$ cat config.mk
export PLATFORM = sky130hd
export DESIGN_NAME = rf_read_arbiter
export DESIGN_NICKNAME = d
export VERILOG_FILES = /design/src/rtl/rf_read_arbiter.sv
export SDC_FILE = /design/constraint.sdc
export NUM_CORES = 1
export LEC_CHECK = 0
export CAP_MARGIN = 20
export CORE_MARGIN = 3
export CORE_UTILIZATION = 39
export DETAILED_ROUTE_END_ITERATION = 10
export GPL_TIMING_DRIVEN = 0
export PLACE_DENSITY = 0.8
export SYNTH_ARGS = -nofsm -noshare
export SYNTH_HDL_FRONTEND = slang
export SYNTH_SLANG_ARGS = --single-unit
$ cat constraint.sdc
create_clock -name clk -period 1.59 [get_ports clk]
set_input_delay 0.318 -clock clk [delete_from_list [all_inputs] [get_ports clk]]
set_output_delay 0.318 -clock clk [all_outputs]
set_load 0.05 [all_outputs]
$ cat src/rtl/rf_read_arbiter.sv
// Round-robin arbiter feeding a shared register-file read mux through a 2-stage pipeline.
// Optional sticky lock of the most recent winner is enabled by defining RF_ARB_LOCK_EN.
module rf_read_arbiter #(
    parameter int NREQ = 4,
    parameter int AW   = 5,
    parameter int DW   = 32
) (
    input  logic               clk,
    input  logic               reset,
    input  logic [NREQ-1:0]    req_valid,
    input  logic [NREQ*AW-1:0] req_addr,
    input  logic               hold,
`ifdef RF_ARB_LOCK_EN
    input  logic [NREQ-1:0]    req_lock,
`endif
    output logic [NREQ-1:0]    req_ready,
    output logic [AW-1:0]      mux_sel,
    input  logic [DW-1:0]      mux_data,
    output logic [NREQ-1:0]    rsp_valid,
    output logic [DW-1:0]      rsp_data,
    output logic               busy
);

    // Handshake: requester i transfers in any cycle where req_valid[i] && req_ready[i];
    // req_ready is one-hot or zero and never depends on anything later in the pipeline.

    localparam int PW = (NREQ > 1) ? $clog2(NREQ) : 1;

    logic [PW-1:0]   rr_ptr_q, rr_ptr_d;
    logic [PW-1:0]   win_idx;
    logic            win_found;
    logic            lock_hit;
    logic            s1_valid_q;
    logic [PW-1:0]   s1_idx_q;
    logic [AW-1:0]   mux_sel_q;
    logic [NREQ-1:0] rsp_valid_q;
    logic [DW-1:0]   rsp_data_q;

`ifdef RF_ARB_LOCK_EN
    logic [PW-1:0]   last_win_q;
    logic            have_win_q;
`endif

    always_comb begin
        int idx;
        idx       = 0;
        win_found = 1'b0;
        win_idx   = '0;
        lock_hit  = 1'b0;
        for (int k = 0; k < NREQ; k++) begin
            idx = (int'(rr_ptr_q) + k) % NREQ;
            if (!win_found && req_valid[PW'(idx)]) begin
                win_found = 1'b1;
                win_idx   = PW'(idx);
            end
        end
`ifdef RF_ARB_LOCK_EN
        // A locked previous winner that is still requesting overrides the rotation.
        if (have_win_q && req_lock[last_win_q] && req_valid[last_win_q]) begin
            win_found = 1'b1;
            win_idx   = last_win_q;
            lock_hit  = 1'b1;
        end
`endif
        if (hold) begin
            win_found = 1'b0;
        end
        req_ready = win_found ? (NREQ'(1) << win_idx) : '0;
        rr_ptr_d  = rr_ptr_q;
        if (win_found && !lock_hit) begin
            rr_ptr_d = PW'((int'(win_idx) + 1) % NREQ);
        end
    end

    always_ff @(posedge clk or posedge reset) begin
        if (reset) begin
            rr_ptr_q    <= '0;
            s1_valid_q  <= 1'b0;
            s1_idx_q    <= '0;
            mux_sel_q   <= '0;
            rsp_valid_q <= '0;
            rsp_data_q  <= '0;
        end else begin
            rr_ptr_q   <= rr_ptr_d;
            s1_valid_q <= win_found;
            if (win_found) begin
                s1_idx_q  <= win_idx;
                mux_sel_q <= req_addr[int'(win_idx)*AW +: AW];
            end
            rsp_valid_q <= s1_valid_q ? (NREQ'(1) << s1_idx_q) : '0;
            if (s1_valid_q) begin
                rsp_data_q <= mux_data;
            end
        end
    end

`ifdef RF_ARB_LOCK_EN
    always_ff @(posedge clk or posedge reset) begin
        if (reset) begin
            last_win_q <= '0;
            have_win_q <= 1'b0;
        end else if (win_found) begin
            last_win_q <= win_idx;
            have_win_q <= 1'b1;
        end
    end
`endif

    assign mux_sel   = mux_sel_q;
    assign rsp_valid = rsp_valid_q;
    assign rsp_data  = rsp_data_q;
    assign busy      = s1_valid_q | (|rsp_valid_q);

endmodule

* Word level (Yosys, flattened, before mapping) *
Index checks and enable logic that the tools add are counted.

operators by class
  multiply operators = 1
  bitwise logic cells = 1
  reduce and logical (&&, ||, !) cells = 7
  shifts and indexed selects = 3
  equal/unequal tests = 0
  $lt $le $gt $ge = 4
  $add $sub $neg = 4
  mux-type cells = 23
  divide/modulo/power cells = 0

operators by type and width
  operator             count
  $shiftx 20x6->5      1
  $lt 2x4->1 const B   4
  $mux 1               13
  $bmux 1 s2           4
  $mux 2               4
  $mux 4               2
  $shl 1x2->4 const A  2
  $mul 2x3->5 const B  1
  $add 2x1->2 const B  2
  $add 2x2->2 const B  2
  $reduce_or 4->1      1
  $logic_and 1x1->1    3
  $logic_not 1->1      3
  $or 1x1->1           1

word-level totals
  memories = 0
  input port bits = 59
  bits in read-only memories = 0
  bits in registers = 46
  logic and storage cells = 49
  RAM bits = 0
  bits in latches = 0
  output and inout port bits = 46

* Depth between registers and ports, before layout *
Gate-level depths: netlist of the first run.

  depth after elaboration = 15
  depth in mapped cells = 6
  mapped depth without buffers = 5

* Least setup slack after synthesis of the first run *
OpenSTA, ideal clock, no wires.

  path kind = register to output
  from = reg rr_ptr_q[1]
  to = out req_ready[2]
  data required time = 1272 ps
  data arrival time = 1945 ps
  setup slack = -673 ps
  cell stages (with the launch flop) = 5
  buffers on the path = 0
  cells stage by stage = dfrtp_1 > a21o_1 > a21boi_1 > o21ai_1 > nor3_1

on the way
  word-level cells in the longest chain between the ends = 15
  elaborated cells on any way between the ends = 32
  classes of those cells = add/sub: 3; shift: 1; mux: 22; reduce/logical: 6

RTL lines
  item                                                                  RTL line  text
  start: declaration                                                    29        logic [PW-1:0] rr_ptr_q, rr_ptr_d;
  start signal: assignment                                              84        rr_ptr_q <= rr_ptr_d;
  parallel branches: the longest is 14 deep, another holds $add 2x1->2  --
  $mux 4 (*)                                                            68        req_ready = win_found ? (NREQ'(1) << win_idx) : '0;
  end: declaration                                                      16        output logic [NREQ-1:0] req_ready,

Every way passes the cells marked *. The select of a mux whose other input is x is not followed.

* Final worst setup path of the first run *
  from = reg rr_ptr_q[0]
  to = out req_ready[0]

Same word-level chain as after synthesis.

==> results of run 1 <==
## cell type report
type,count,area (sq um),area share [%]
clock buffer,7,76.3,2.20
buffer,5,48.8,1.40
tap,67,83.8,2.41
sequential,46,1150,33.2
clock inverter,1,30.0,0.864
timing repair buffer,125,1200,34.6
inverter,3,11.3,0.324
multi-input combinational,91,870,25.0
## Yosys cell counts, types with 2 or more instances
cell type | count | area [sq um]
dfrtp_1 | 46 | 1150
mux2_2 | 32 | 360
nand2_1 | 16 | 60.1
mux2i_1 | 10 | 100
nor2_1 | 6 | 22.5
o221ai_1 | 5 | 43.8
buf_2 | 4 | 20.0
nor3_1 | 3 | 15.0
a21o_1 | 2 | 15.0
o21a_1 | 2 | 15.0
o21ai_1 | 2 | 10.0
## worst max-delay path, stage by stage (launching register included)
cell and delay (ns):
dfrtp_2 0.45, nor2b_4 0.13, a21oi_2 0.05, o211a_4 0.27
buf_12 0.13, nor3_4 0.11, buf_6 0.18
## kinds of logic (layout without fill, tap and decap cells)
logic type / after synthesis / count (layout) / share of synthesized area, %
flops: 46 / 46 / 58.8
simple gates: 31 / 31 / 7.61
mux: 42 / 42 / 23.5
xor+xnor: 1 / 1 / 0.448
buf+inv: 9 / 141 / 2.36
compound gates: 17 / 17 / 7.22
## per-stage QoR
step,hold WS [ns],utilization [%],power (mW),setup WS [ns]
5_1_grt,0.421,72.6,4.69,-0.411
2_1_floorplan,0.449,-,2.76,-0.0553
4_1_cts,0.384,69.6,4.32,-0.340
3_3_place_gp,0.472,65.5,3.37,-1.28
3_5_place_dp,0.473,66.1,3.40,-1.30
6_report,0.364,72.6,4.47,-0.348
## power by group
group	total, mW	leakage, nW	internal (mW)	switching [mW]
Combinational	2.12	0.978	0.897	1.22
Clock	0.845	0.0524	0.470	0.375
Sequential	1.51	0.547	1.37	0.138
## cells in the final DEF, fill, tap and decap left out, types with 2 or more instances in the layout
master | synthesis | layout
clkbuf_1 | 1 | 2
mux2_2 | 32 | 32
a21o_1 | 2 | 2
o221ai_1 | 5 | 5
dlygate4sd2_1 | 0 | 41
nor2_4 | 0 | 2
clkdlybuf4s50_1 | 0 | 54
dfrtp_1 | 46 | 44
clkdlybuf4s15_1 | 0 | 4
nor3_4 | 0 | 3
nor2b_2 | 1 | 2
nand2_1 | 16 | 14
mux2i_1 | 10 | 9
buf_4 | 0 | 17
buf_6 | 1 | 6
buf_12 | 0 | 2
buf_8 | 0 | 2
inv_2 | 1 | 3
nor2_1 | 6 | 3
dfrtp_2 | 0 | 2
buf_2 | 4 | 2
o21ai_4 | 0 | 2
clkbuf_8 | 0 | 5
## sequential cells by signal (all words and copies together) (netlist names)
register    cells
rsp_data       32
mux_sel         5
rsp_valid       4
rr_ptr_q        2
s1_idx_q        2
s1_valid_q      1
## metal layers
| layer | track usage (%) | wire, microns |
|---|---|---|
| met5 | 0 | 0 |
| met4 | 7.25 | 110 |
| met3 | 5.99 | 403 |
| met2 | 27.8 | 2610 |
| met1 | 20.8 | 2060 |
## worst paths after layout
kind,startpoint,to,cells past startpoint,slack (ns)
setup reg to reg,rr_ptr_q[0]$_DFFE_PP0P_,mux_sel[4]$_DFFE_PP0P_,8,-0.08
hold reg to reg,mux_sel[2]$_DFFE_PP0P_,mux_sel[2]$_DFFE_PP0P_,2,0.49
max in group asynchronous,reset,rsp_data[7]$_DFFE_PP0P_,3,0.74
min in group clk,mux_sel[2]$_DFFE_PP0P_,mux_sel[2]$_DFFE_PP0P_,2,0.49
hold / removal,reset,rsp_data[25]$_DFFE_PP0P_,2,0.36
setup / recovery,rr_ptr_q[0]$_DFFE_PP0P_,req_ready[0],6,-0.35
## what timing repair did
action / in CTS / in global routing
pin swaps: 3 / 5
buffers inserted: 8 / 11
setup endpoints to repair: 54 / 10
gates cloned: 1 / 0
resized for setup: 93 / 17
==> results.ini, run 1 <==
[clock_tree]
clk_latency_ns = 0.29
cts_tree = built
root_buffer = clkbuf_8
numCtsBuffers = 5
cts.sinks = 46
path_clk_slew_ns = 0.08
cts-hold-fix-buffers = 0
cts-htree-levels = 2
clockBufferDepth = 2

[logic_synthesis]
yosysWarnings = 0
avgSynthCellArea_sq_um = 13.4
syn_inst = 146
synth_ff_type = dfrtp_1
yosysUniqueCellTypes = 29
synth-edff-count = 0
seq_area_frac_synth_pct = 58.8
ys_ff_latch = 46
async_flop_share_pct = 100
synthesis.area_sq_mm = 0.00196
syn-num-nets = 205

[power]
leakagePower_nw = 1.58
power_density_mw_per_mm2 = 1290
ir_drop_uv = 682

[setup_path]
worstSetupPathType = flip-flop to output pin
endpoint_kind = output pin
arrival_ns = 1.62
start_kind = flip-flop
cp.required_ns = 1.27
path_max_fanout = 4

[global_route]
grt_pass1_vias = 1699
grt_overflow = 0
grt_pass1_wl_mm = 8.05
antenna_found_initial = 0
grt_max_degree = 26
grt_usage_pct = 17.2

[final_layout]
fill_cells = 358
diodes = 0
final_nets = 336
syn_to_final_growth_pct = 77.6
final_area_sq_mm = 0.00347
fin_cells = 345
drive_gt1_share_pct = 33.8

[detailed_routing]
wl_mm = 5.18
viasPerCell = 4.73
num_vias = 1631
drtIter0Drc = 35
wl_per_cell_microns = 15.0
drc = 0
ant_nets = 0
dr.pass1.iters = 4

[die]
coreArea_sq_mm = 0.00479
start_util_pct = 40.9
die_x_microns = 76.8
fp.dieH_microns = 76.8
ios = 105
die_area_sq_mm = 0.00590
core.rowCount = 25

[place]
dpl.hpwl_mm = 3.54
place_inst = 318
place.gp.congestion = 0.712
portBuffers = 104
placed_area_sq_mm = 0.00316

[sta]
final.period_utilization_pct = 122
finalSetupViolCount = 9
rsz0062_at_grt = true
setup_tns_ns = -1.58
slew_headroom_pct = 64.6
fmax_mhz = 516
slew_viol_final = 0
hold_viol = 0
period_needed_ns = 1.94
skew_ns = 0.00237
postLayoutSetupSlackWorst_ns = -0.348
worst_pin_slew_ns = 0.533

[job]
max-cap-violations = 0

[worst_hold_path]
worst_hold_path_type = primary input to asynchronous set/reset pin

[run_status]
status = complete, but fails checks
violations = setup timing

No activity file was read; power rests on OpenSTA's default activity.
==> run 2: changes to the inputs <==
--- a/config.mk
+++ b/config.mk
@@ -9,7 +9,6 @@
 export CORE_MARGIN = 3
 export CORE_UTILIZATION = 39
 export DETAILED_ROUTE_END_ITERATION = 10
-export GPL_TIMING_DRIVEN = 0
 export PLACE_DENSITY = 0.8
 export SYNTH_ARGS = -nofsm -noshare
 export SYNTH_HDL_FRONTEND = slang
==> results.ini, run 2 (synthesis results as in run 1) <==
[sta]
hold_viol = 0  ; unchanged
period_needed_ns = 1.89  ; was 1.94 ns
worst_pin_slew_ns = 0.314  ; was 0.533 ns
skew_ns = 0.00427  ; was 0.00237 ns
fmax_mhz = 529  ; was 516 MHz
rsz0062_at_grt = true  ; unchanged
postLayoutSetupSlackWorst_ns = -0.302  ; was -0.348 ns
finalSetupViolCount = 9  ; unchanged
slew_viol_final = 0  ; unchanged
slew_headroom_pct = 79.1  ; was 64.6%
final.period_utilization_pct = 119  ; was 122%

[power]
p_int_mw = 2.65  ; was 2.74 mW
combPwrFrac_pct = 48.9  ; was 47.4%
p_switching_mw = 1.69  ; was 1.74 mW
ir_drop_uv = 674  ; was 682 uV
power.total_mw = 4.34  ; was 4.47 mW
seq_power_share_pct = 34.7  ; was 33.7%
power.share.clock_pct = 16.4  ; was 18.9%
swShare_pct = 39.0  ; was 38.8%
power_density_mw_per_mm2 = 1290  ; about the same
leakagePower_nw = 1.52  ; was 1.58 nW

[detailed_routing]
ant_nets = 0  ; unchanged
wl_per_cell_microns = 14.0  ; was 15.0 microns
dr.pass1.iters = 4  ; unchanged
drtIter0Drc = 49  ; was 35
num_vias = 1600  ; was 1631
drc = 0  ; unchanged
wl_mm = 4.76  ; was 5.18 mm
viasPerCell = 4.72  ; was 4.73

[setup_path]
critPathTopFamily = flip-flops  ; unchanged
max_stage_delay_ns = 0.45  ; about the same
cp.required_ns = 1.27  ; about the same
arrival_ns = 1.57  ; was 1.62 ns
start_kind = flip-flop  ; unchanged
worst-path-buf-inv = 1  ; was 2
worstSetupPathType = flip-flop to output pin  ; unchanged
endpoint_kind = output pin  ; unchanged
cp_cell_sequence = nor2b_4 -> a21oi_2 -> o211a_4 -> nor3_4 -> buf_12  ; was nor2b_4 -> a21oi_2 -> o211a_4 -> buf_12 -> nor3_4 -> buf_6
path_max_fanout = 4  ; unchanged
cp_slowest_cell = dfrtp_2  ; unchanged

[run_status]
violations = setup timing  ; unchanged
status = complete, but fails checks  ; unchanged

[final_layout]
final_cell_mix = buf_4 (58), clkdlybuf4s50_1 (54), dfrtp_1 (45)  ; was clkdlybuf4s50_1 (54), dfrtp_1 (44), dlygate4sd2_1 (41)
mostFrequentLayoutCell = buf_4  ; was clkdlybuf4s50_1
final_util_pct = 70.1  ; was 72.6%
fill_cells = 362  ; was 358
diodes = 0  ; unchanged
multiInputGateArea_sq_um = 852  ; was 870 sq um
seq_area_sq_mm = 0.00115  ; about the same
largest_reg_flops = 32  ; unchanged
drive_gt1_share_pct = 46.3  ; was 33.8%
final_nets = 330  ; was 336
syn_to_final_growth_pct = 71.5  ; was 77.6%

[global_route]
grt_overflow = 0  ; unchanged
grt_usage_pct = 17.1  ; was 17.2%
grt_pass1_vias = 1654  ; was 1699
grt_max_degree = 47  ; was 26
grt_pass1_wl_mm = 7.96  ; was 8.05 mm
antenna_found_initial = 0  ; unchanged

[clock_tree]
cts-htree-levels = 2  ; unchanged
cts-hold-fix-buffers = 0  ; unchanged
path_clk_slew_ns = 0.08  ; about the same
numCtsBuffers = 5  ; unchanged
cts_tree = built  ; unchanged
clockBufferDepth = 2  ; unchanged
root_buffer = clkbuf_8  ; unchanged
cts.sinks = 46  ; unchanged
clk_latency_ns = 0.29  ; about the same

[job]
max-cap-violations = 0  ; unchanged

[place]
portBuffers = 104  ; unchanged
pre_cts_ws_ns = -0.481  ; was -1.30 ns
place.gp.congestion = 0.770  ; was 0.712
dpl.hpwl_mm = 3.67  ; was 3.54 mm

[die]
fp.dieH_microns = 76.8  ; unchanged
core.rowCount = 25  ; unchanged
die_area_sq_mm = 0.00590  ; unchanged
die_x_microns = 76.8  ; unchanged
start_util_pct = 40.9  ; unchanged
ios = 105  ; unchanged
coreArea_sq_mm = 0.00479  ; unchanged

[worst_hold_path]
worst_hold_path_type = primary input to asynchronous set/reset pin  ; unchanged

==> run 2: cell types whose count changed in the layout (fill, tap and decap cells not counted), moves of 2 or more <==
| cell | before | now |
|---|---|---|
| clkdlybuf4s15_1 | 4 | 0 |
| buf_6 | 6 | 0 |
| o21ai_2 | 0 | 2 |
| buf_4 | 17 | 58 |
| buf_2 | 2 | 0 |
| buf_12 | 2 | 5 |
| o21ai_4 | 2 | 0 |
| dlygate4sd2_1 | 41 | 4 |
==> run 2: worst reg2reg max path, delay by kind of cell (launching register included) <==
| kind | cells | cell delay [ns] |
|---|---|---|
| AOI/OAI and AO/OA | 3 | 0.38 |
| buffers and inverters | 2 | 0.35 |
| DFF | 1 | 0.45 |
| muxes | 1 | 0.19 |
| and+or+nand+nor | 1 | 0.13 |
==> run 2: final timing paths <==
path	from	to	slack, ns	depth (start not counted)
max	rr_ptr_q[0]$_DFFE_PP0P_	req_ready[2]	-0.30	5
min	reset	rsp_data[1]$_DFFE_PP0P_	0.37	3
max reg2reg	rr_ptr_q[0]$_DFFE_PP0P_	mux_sel[2]$_DFFE_PP0P_	-0.04	7
min reg2reg	mux_sel[3]$_DFFE_PP0P_	mux_sel[3]$_DFFE_PP0P_	0.50	2
max in group asynchronous	reset	rr_ptr_q[0]$_DFFE_PP0P_	1.00	3
min in group clk	mux_sel[3]$_DFFE_PP0P_	mux_sel[3]$_DFFE_PP0P_	0.50	2
==> run 2: repair_timing <==
action                     CTS  global route
gates resized for setup     14             5
gates cloned                 1             0
setup buffers                2             0
pin swaps                   10             4
setup endpoints to repair   10             9
==> run 2: power groups by stage <==
stage / clock [mW] / sequential (mW) / combinational, mW
floorplan: 0 / 2.08 / 0.674
global placement: 0 / 1.51 / 1.99
detailed placement: 0 / 1.53 / 2.01
CTS: 0.739 / 1.51 / 2.14
global route: 0.783 / 1.54 / 2.24
finish: 0.710 / 1.51 / 2.12
==> run 2: area by class of cell <==
type                    instances  area share, %
multi-input cells              91           25.4
clock inverters                 1          0.149
clock buffers                   7           2.57
inverters                       3          0.335
well taps                      67           2.50
flip-flops and latches         46           34.3
repair buffers                124           34.7
==> run 2: metrics by stage <==
step	TNS, ns	cell area [sq um]	hold slack (ns)	cells
2_1_floorplan	-0.125	2010	0.449	146
3_3_place_gp	-4.86	3180	0.474	329
3_5_place_dp	-5.21	3180	0.482	329
4_1_cts	-1.43	3340	0.371	339
5_1_grt	-2.01	3360	0.405	339
6_report	-1.23	3360	0.370	339
==> run 2: metal layers <==
layer | routed length [microns] | track usage [%] | vias to the layer above
li1 | - | - | 767
met1 | 1980 | 21.3 | 751
met2 | 2300 | 28.0 | 73
met3 | 381 | 4.46 | 9
met4 | 95 | 7.43 | 0
met5 | 0 | 0 | -
